==> config.mk <==
export PLATFORM = sky130hd
export DESIGN_NAME = disp_src_arbiter
export DESIGN_NICKNAME = d
export VERILOG_FILES = /design/src/rtl/disp_src_arbiter.sv
export SDC_FILE = /design/constraint.sdc
export NUM_CORES = 1
export LEC_CHECK = 0
export CAP_MARGIN = 20
export CORE_ASPECT_RATIO = 1.2
export CORE_UTILIZATION = 39
export DETAILED_ROUTE_END_ITERATION = 6
export GPL_ROUTABILITY_DRIVEN = 0
export PLACE_DENSITY = 0.77
export SYNTH_ARGS = -nofsm -noshare
export SYNTH_HDL_FRONTEND = slang
export SYNTH_SLANG_ARGS = --single-unit
==> constraint.sdc <==
create_clock -name clk -period 2.36 [get_ports clk]
set_clock_uncertainty 0.1 [all_clocks]
set_input_delay 0.236 -clock clk [delete_from_list [all_inputs] [get_ports clk]]
set_output_delay 0.236 -clock clk [all_outputs]
set_load 0.01 [all_outputs]
==> src/rtl/disp_src_arbiter.sv <==
`timescale 1ns/1ps
// disp_src_arbiter: chooses which of up to four sources feeds the 4-digit
// seven-segment display. It supports manual stepping, timed auto-rotation,
// and a timed override that a source can request. Timing is paced by the
// display driver's 1 ms enable.
module disp_src_arbiter #(
  parameter int N_SRC    = 4,
  parameter int DWELL_MS = 1000,
  parameter int HOLD_MS  = 2000,
  parameter int DATA_W   = 16
) (
  input  logic                  clk,
  input  logic                  rst_n,
  input  logic                  ce1ms,
  input  logic [4*DATA_W-1:0]   src_dat,
  input  logic [7:0]            src_ptr,
  input  logic [3:0]            req,
  input  logic                  mode_auto,
  input  logic                  btn_next,
  output logic [DATA_W-1:0]     dat,
  output logic [1:0]            PTR,
  output logic [1:0]            sel,
  output logic                  hold
);

  localparam int DW_W = (DWELL_MS > 1) ? $clog2(DWELL_MS) : 1;
  localparam int HW_W = (HOLD_MS > 1) ? $clog2(HOLD_MS) : 1;
  localparam logic [DW_W-1:0] DWELL_LAST = DW_W'(DWELL_MS - 1);
  localparam logic [HW_W-1:0] HOLD_LAST  = HW_W'(HOLD_MS - 1);
  localparam logic [3:0]      SRC_MASK   = 4'((1 << N_SRC) - 1);
  localparam logic [1:0]      SEL_LAST   = 2'(N_SRC - 1);

  typedef enum logic [1:0] {
    ST_FIXED = 2'd0,
    ST_SCAN  = 2'd1,
    ST_HOLD  = 2'd2
  } state_t;

  state_t            state, state_n;
  logic [1:0]        sel_n;
  logic [1:0]        sel_saved, saved_n;
  logic [DW_W-1:0]   dwell, dwell_n;
  logic [HW_W-1:0]   hcnt, hcnt_n;
  logic [3:0]        req_m;

  // Step to the next active source, wrapping at N_SRC-1.
  function automatic logic [1:0] next_idx(input logic [1:0] s);
    next_idx = (s == SEL_LAST) ? 2'd0 : s + 2'd1;
  endfunction

  // Lowest-numbered requesting source wins.
  function automatic logic [1:0] lowest_req(input logic [3:0] r);
    lowest_req = 2'd0;
    for (int i = 3; i >= 0; i--) begin
      if (r[i]) lowest_req = 2'(i);
    end
  endfunction

  assign req_m = req & SRC_MASK;

  // Next-state logic: request beats hold expiry beats button beats dwell expiry.
  always_comb begin
    state_n = state;
    sel_n   = sel;
    saved_n = sel_saved;
    dwell_n = dwell;
    hcnt_n  = hcnt;
    if (req_m != 4'd0) begin
      sel_n   = lowest_req(req_m);
      state_n = ST_HOLD;
      hcnt_n  = '0;
      // Only remember the pre-override source; retargets keep the original.
      if (state != ST_HOLD) saved_n = sel;
    end else begin
      unique case (state)
        ST_HOLD: begin
          if (ce1ms) begin
            if (hcnt == HOLD_LAST) begin
              sel_n   = sel_saved;
              state_n = mode_auto ? ST_SCAN : ST_FIXED;
              dwell_n = '0;
              hcnt_n  = '0;
            end else begin
              hcnt_n = hcnt + HW_W'(1);
            end
          end
        end
        ST_FIXED: begin
          if (btn_next) sel_n = next_idx(sel);
          if (mode_auto) begin
            state_n = ST_SCAN;
            dwell_n = '0;
          end
        end
        ST_SCAN: begin
          if (btn_next) begin
            sel_n   = next_idx(sel);
            dwell_n = '0;
          end else if (ce1ms && mode_auto) begin
            if (dwell == DWELL_LAST) begin
              sel_n   = next_idx(sel);
              dwell_n = '0;
            end else begin
              dwell_n = dwell + DW_W'(1);
            end
          end
          if (!mode_auto) state_n = ST_FIXED;
        end
        default: state_n = ST_FIXED;
      endcase
    end
  end

  // Control registers: state, selection, saved selection, counters, hold flag.
  always_ff @(posedge clk) begin
    if (!rst_n) begin
      state     <= ST_FIXED;
      sel       <= 2'd0;
      sel_saved <= 2'd0;
      dwell     <= '0;
      hcnt      <= '0;
      hold      <= 1'b0;
    end else begin
      state     <= state_n;
      sel       <= sel_n;
      sel_saved <= saved_n;
      dwell     <= dwell_n;
      hcnt      <= hcnt_n;
      hold      <= (state_n == ST_HOLD);
    end
  end

  // Display data stage: one clk behind sel, tracks source changes every clk.
  always_ff @(posedge clk) begin
    if (!rst_n) begin
      dat <= '0;
      PTR <= 2'b00;
    end else begin
      dat <= src_dat[DATA_W*int'(sel) +: DATA_W];
      PTR <= src_ptr[2*int'(sel) +: 2];
    end
  end

endmodule

==> results of run 1 <==
power by group through the flow:
| stage | registers (W) | logic [W] | clock network, W |
|---|---|---|---|
| floorplan | 0.000847 | 0.000127 | 0 |
| global placement | 0.000835 | 0.000355 | 0 |
| detailed placement | 0.000836 | 0.000363 | 0 |
| CTS | 0.000817 | 0.000364 | 0.000596 |
| global route | 0.000821 | 0.000387 | 0.000626 |
| finish | 0.000817 | 0.000360 | 0.000581 |
worst max-delay path by stage:
stage | end | cells past startpoint | startpoint | slack (ns)
after CTS | dwell[5]$_SDFFE_PN0P_ | 6 | hcnt[0]$_SDFFE_PP0P_ | 0.16
after floorplan | dwell[0]$_SDFFE_PN0P_ | 10 | state[0]$_SDFF_PN0_ | 0.10
after global routing | sel[0]$_SDFFE_PN0P_ | 7 | hcnt[0]$_SDFFE_PP0P_ | 0.00003
after global placement | dwell[1]$_SDFFE_PN0P_ | 6 | ce1ms | 0.13
final | dwell[2]$_SDFFE_PN0P_ | 6 | hcnt[0]$_SDFFE_PP0P_ | 0.17
after detailed placement | dwell[5]$_SDFFE_PN0P_ | 6 | ce1ms | 0.10
cell type report:
class	count	area (um^2)	share of cell area, %
repair buffers	111	1100	29.8
multi-input cells	176	1430	38.8
clock inverters	2	37.5	1.02
flip-flops and latches	46	921	25.0
well taps	82	103	2.78
inverters	7	26.3	0.713
clock buffers	6	72.6	1.97
state kept, by name, indices dropped and copies added (netlist names):
name       count
state          2
sel_saved      2
hcnt          11
sel            2
hold           1
dat           16
dwell         10
PTR            2
per-layer routing:
| layer | GRT usage, % | share of wire, % | up-vias |
|---|---|---|---|
| met4 | 7.17 | 1.8 | 0 |
| met2 | 33.4 | 49 | 78 |
| met1 | 20.5 | 38 | 1011 |
| met5 | 0 | 0 | - |
| li1 | - | - | 1076 |
| met3 | 6.72 | 11 | 9 |
synth_stat cells (2+ instances only):
master,n
xnor2_1,16
mux2i_1,2
a21boi_0,2
nand4_1,6
nor4_2,2
and2_1,23
inv_1,7
o21ai_0,7
buf_2,5
nor2_1,30
a21oi_1,4
o31ai_1,2
nor3_1,5
mux4_2,18
nand3_1,5
buf_1,2
nand2_1,16
dfxtp_1,46
ha_1,7
or3_1,5
clkbuf_1,8
xor2_1,2
nor4_1,8
worst max-delay path: stages (launching register included):
cell       delay [ns]
dfxtp_1          0.38
ha_1             0.24
nand4bb_4        0.13
o41a_1           0.40
or3_1            0.44
o21ai_4          0.31
nor2_1           0.09
cell families (layout without fill, tap and decap cells):
group	Yosys count	count (layout)
simple gates	108	108
xor+xnor	18	18
buf+inv	22	126
flops	46	46
fa+ha+maj	7	7
mux	20	20
compound gates	23	23
through the flow:
step / setup slack, ns / power [W]
4_1_cts: 0.158 / 0.00178
6_report: 0.167 / 0.00176
3_3_place_gp: 0.129 / 0.00119
3_5_place_dp: 0.101 / 0.00120
2_1_floorplan: 0.104 / 0.000975
5_1_grt: 0.0000260 / 0.00183
==> results.toml, run 1 <==
[finish]
drive_above_1_share_pct = 11.8
final_cell_mix = "101 x clkdlybuf4s50_1, 46 x dfxtp_1, 30 x nor2_1"
fin_nets = 435
final_core_util_pct = 60.9
final_common_cell = "clkdlybuf4s50_1"
fin_area_um2 = 3690
area_growth_pct = 51.2
fill_cells = 530
n_antenna_cell = 0
layout.cells.non_filler = 430

[routing]
drt_pre_antenna_iters = 4
ant_nets = 0
route.detailed.drc = 0
wirelength_um = 6160
vias = 2174
avgRoutedWirePerCell_um = 14.3
drt-initial-drc-count = 73
avgViaCountPerCell = 5.06

[logic_synthesis]
synth_area_um2 = 2440
synthTopCellsByArea = "dfxtp_1 38%, mux4_2 17%, and2_1 5.9%"
avgSynthCellArea_um2 = 9.99
synthMuxAreaShare_pct = 17.4
synth-main-ff-cell = "dfxtp_1"
synthAdderAreaFrac_pct = 3.59
synth_compound_area_share_pct = 6.57
syn_nets = 332
yosys.area.top_type = "dfxtp_1"
ys_ff_latch = 46
synth_top_family_by_area = "simple AND/OR/NAND/NOR gates"
async_flop_share_pct = 0
ys_warn_count = 0
yosys.area_share.simple_pct = 24.5
syn_inst = 244
ys_seq_area_share_pct = 37.8
synth-edff-count = 0
synth_cell_types = 39
synth_xor_area_share_pct = 6.46
synthDominantCellAreaShare_pct = 37.8

[clocking]
clockBufferDepth = 2
cts_max_level = 2
clk_pin_slew_ns = 0.08
clock-sinks = 46
cts_root_buf = "clkbuf_8"
cts_made_buffers = 5
cts_tree = "yes"
cts_resized = 0
cts_setup_buffers = 0
insertion_delay_ns = 0.30
holdBufCountCts = 0

[critical_path]
path_class = "reg -> reg"
critPathLaunchType = "register"
worst_setup_path_end_kind = "register"
arrival_ns = 2.28
regToRegEndpoint = "dwell[2]$_SDFFE_PN0P_"
r2r_cells = 6
critPathMaxFanout = 10
critPathRequiredTime_ns = 2.45
rr_startpoint = "hcnt[0]$_SDFFE_PP0P_"
r2r_slack_ns = 0.17

[global_route]
overflow = 0
grt_max_degree = 28
grt.total_usage_pct = 18.9
grt_first_pass_wirelength_um = 9440
antenna_found_initial = 0
grt_pass1_vias = 2054

[die]
die_h_um = 88.6
num_rows = 31
num_io_pins = 102
dieArea_um2 = 6570
die_w_um = 74.2
initial_core_util_pct = 40.3
core_area_um2 = 6050

[sta]
fin_crit_sh_pct = 92.9
slew_headroom_pct = 64.8
final-hold-violation-count = 0
final.setup.tns_ns = 0
setup_violations = 0
fin_crit_ns = 2.19
clock.fmax_ghz = 0.456
holdWs_ns = 0.400
maxSlewViolCount = 0
tightestPinTransition_ns = 0.524
rsz0062_at_grt = "false"

[power_and_ir_drop]
power_switching_w = 0.000392
power_frac_clock_pct = 33.0
switching_share_pct = 22.3
p_int_w = 0.00137
leakagePower_nw = 1.27
sequentialPowerShare_pct = 46.5
powerDensity_nw_per_um2 = 477
power_frac_comb_pct = 20.5
peakVddDrop_uv = 275

[worst_hold_path]
hold_class = "reg -> reg"
holdPathEnd = "sel_saved[1]$_SDFFE_PN0P_"
hp-start = "sel_saved[1]$_SDFFE_PN0P_"
hold-path-cell-count = 2

[placed_design]
place_inst = 422
placed_area_um2 = 3580
portBuffers = 101
dpl.hpwl_um = 4910

[run]
cap_violations = 0

[status]
status = "finished, final reports clean"
(Power assumes the default switching activity.)
==> run 2: changes to the inputs <==
- ABC_AREA: unset -> 1
- CORE_UTILIZATION: 39 -> 40
==> run 2 against run 1 <==
Net effect: worst setup slack improved by 0.11 ns; non-clock buffer count decreased by 5; routed wire length is 18% higher; cell count increased by 35%; clock-buffer cell count is 2 higher; clock power down 4.5%; via count up 29%; flip-flop and latch count is the same.
==> results.toml, run 2 <==
[power_and_ir_drop]
sequentialPowerShare_pct = 46.5
power_w = 0.00178
powerDensity_nw_per_um2 = 469
leakagePower_nw = 1.50
peakVddDrop_uv = 340
power_frac_clock_pct = 31.3
power_frac_comb_pct = 22.3
switching_share_pct = 24.9
p_int_w = 0.00133
power_switching_w = 0.000441

[routing]
avgRoutedWirePerCell_um = 12.6
vias = 2794
maxUsedRoutingLayer = "met4"
drt_pre_antenna_iters = 4
ant_nets = 0
route.detailed.drc = 0
wl_met2_um = 3860
met3WireLength_um = 288
avgViaCountPerCell = 4.81
wl_met1_um = 3060
wirelength_um = 7300
drt-initial-drc-count = 114

[logic_synthesis]
synth_commonest_cells = "115 x nor2_1, 49 x nand2_1, 46 x dfxtp_1"
synthDominantCellAreaShare_pct = 35.5
ys_warn_count = 0
synth_cell_types = 31
syn_inst = 400
synth_area_um2 = 2590
synthTopCellsByArea = "dfxtp_1 36%, nor2_1 17%, o21ai_0 8.7%"
ys_seq_area_share_pct = 35.5
yosys.area.top_type = "dfxtp_1"
synth-edff-count = 0
avgSynthCellArea_um2 = 6.48
synth-main-ff-cell = "dfxtp_1"
ys_ff_latch = 46
syn_nets = 488
async_flop_share_pct = 0
synth.most_common_cell = "nor2_1"

[sta]
maxSlewViolCount = 0
final-hold-violation-count = 0
slew_headroom_pct = 55.6
clock.fmax_ghz = 0.481
fin_crit_ns = 2.08
tightestPinTransition_ns = 0.666
fin_crit_sh_pct = 88.1
rsz0062_at_grt = "false"
final.setup.tns_ns = 0
setup_violations = 0

[finish]
largest_reg_flops = 16
n_antenna_cell = 0
drive_above_1_share_pct = 6.61
fin_area_um2 = 3790
final_common_cell = "nor2_1"
layout.cells.non_filler = 581
fin_nets = 586
regMostFlops = "dat"
area_growth_pct = 46.1
largestRegisters = "dat (16), hcnt (11), dwell (10)"
final_cell_mix = "115 x nor2_1, 101 x clkdlybuf4s50_1, 49 x nand2_1"

[die]
die_w_um = 75.5
num_rows = 31
initial_core_util_pct = 42.3
num_io_pins = 102
die_h_um = 90.2
dieArea_um2 = 6810
core_area_um2 = 6130

[placed_design]
dpl.hpwl_um = 5650
place_inst = 573
placed_area_um2 = 3680
portBuffers = 101

[critical_path]
critPathRequiredTime_ns = 2.45
path_class = "reg -> reg"
worst_setup_path_end_kind = "register"
arrival_ns = 2.17
critPathLaunchType = "register"
critPathMaxFanout = 13

[status]
status = "finished, final reports clean"

[global_route]
grt_first_pass_wirelength_um = 11300
overflow = 0
grt_pass1_vias = 2481
grt_max_degree = 31
grt.total_usage_pct = 21.5
antenna_found_initial = 0

[clocking]
cts_max_level = 2
cts_resized = 0
holdBufCountCts = 0
cts_tree = "yes"
cts_made_buffers = 5
cts_root_buf = "clkbuf_8"
clk_pin_slew_ns = 0.08
insertion_delay_ns = 0.30
clock-sinks = 46
clockBufferDepth = 2
cts_setup_buffers = 0

[worst_hold_path]
hold_class = "reg -> reg"

[run]
cap_violations = 0
## run 2: cell types whose count changed in the layout (fill, tap and decap cells not counted), sizes merged, moves of 15 or more
cell	delta
nor2	+90
o21ai	+40
nand2	+39
inv	+32
a21oi	+30
and2	-23
mux4	-18
xnor2	-15
## run 2: kinds of logic after synthesis
kind of cell	synth area share [%]
and+or+nand+nor	33.8
AOI/OAI and AO/OA	17.1
buffers and inverters	8.20
xor gates and xnor gates	2.03
DFF	35.5
adders and majority gates	3.38
## run 2: power by group through the flow
stage | registers (W) | logic (W) | clock network [W]
after floorplan | 0.000857 | 0.000148 | 0
after global placement | 0.000843 | 0.000390 | 0
after detailed placement | 0.000844 | 0.000396 | 0
after CTS | 0.000826 | 0.000397 | 0.000571
after global routing | 0.000830 | 0.000434 | 0.000601
final | 0.000825 | 0.000396 | 0.000555
## run 2: layout make-up
type	instances	area, um^2
repair buffers	106	1050
multi-input cells	300	1460
flip-flops and latches	46	921
well taps	82	103
clock buffers	8	110
fillers	618	2340
inverters	39	146
## run 2: path summary, 6_finish.rpt
path              cells after the start  slack (ns)            startpoint               endpoint
setup / recovery                     12        0.28   state[0]$_SDFF_PN0_  dwell[2]$_SDFFE_PN0P_
hold / removal                        2        0.39  hcnt[9]$_SDFFE_PP0P_   hcnt[9]$_SDFFE_PP0P_
setup reg to reg                     12        0.28   state[0]$_SDFF_PN0_  dwell[2]$_SDFFE_PN0P_
hold reg to reg                       2        0.39  hcnt[9]$_SDFFE_PP0P_   hcnt[9]$_SDFFE_PP0P_
## run 2: worst max-delay path, stage by stage, from the launching register on
cell and delay, ns:
dfxtp_1 0.39, inv_1 0.10, ha_1 0.30, nand2_1 0.14, nand2_1 0.06, inv_1 0.05, nand2_1 0.05, nor2_2 0.15
nand2_4 0.14, o21ai_4 0.24, inv_1 0.11, o21ai_1 0.08, nor2_1 0.06
## run 2: stage by stage
stage	setup slack, ns	utilization (%)	hold WS [ns]
after floorplan	0.590	-	0.253
after global placement	0.337	60.0	0.372
after detailed placement	0.240	60.0	0.387
after CTS	0.286	61.8	0.399
after global routing	0.0421	61.8	0.433
final	0.280	61.8	0.394
## run 2: metal layers
metal  vias up  global-route usage, %
met5         -                      0
met4         0                   6.64
met3         8                   4.04
met2        52                   38.8
met1      1265                   24.7
li1       1469                      -
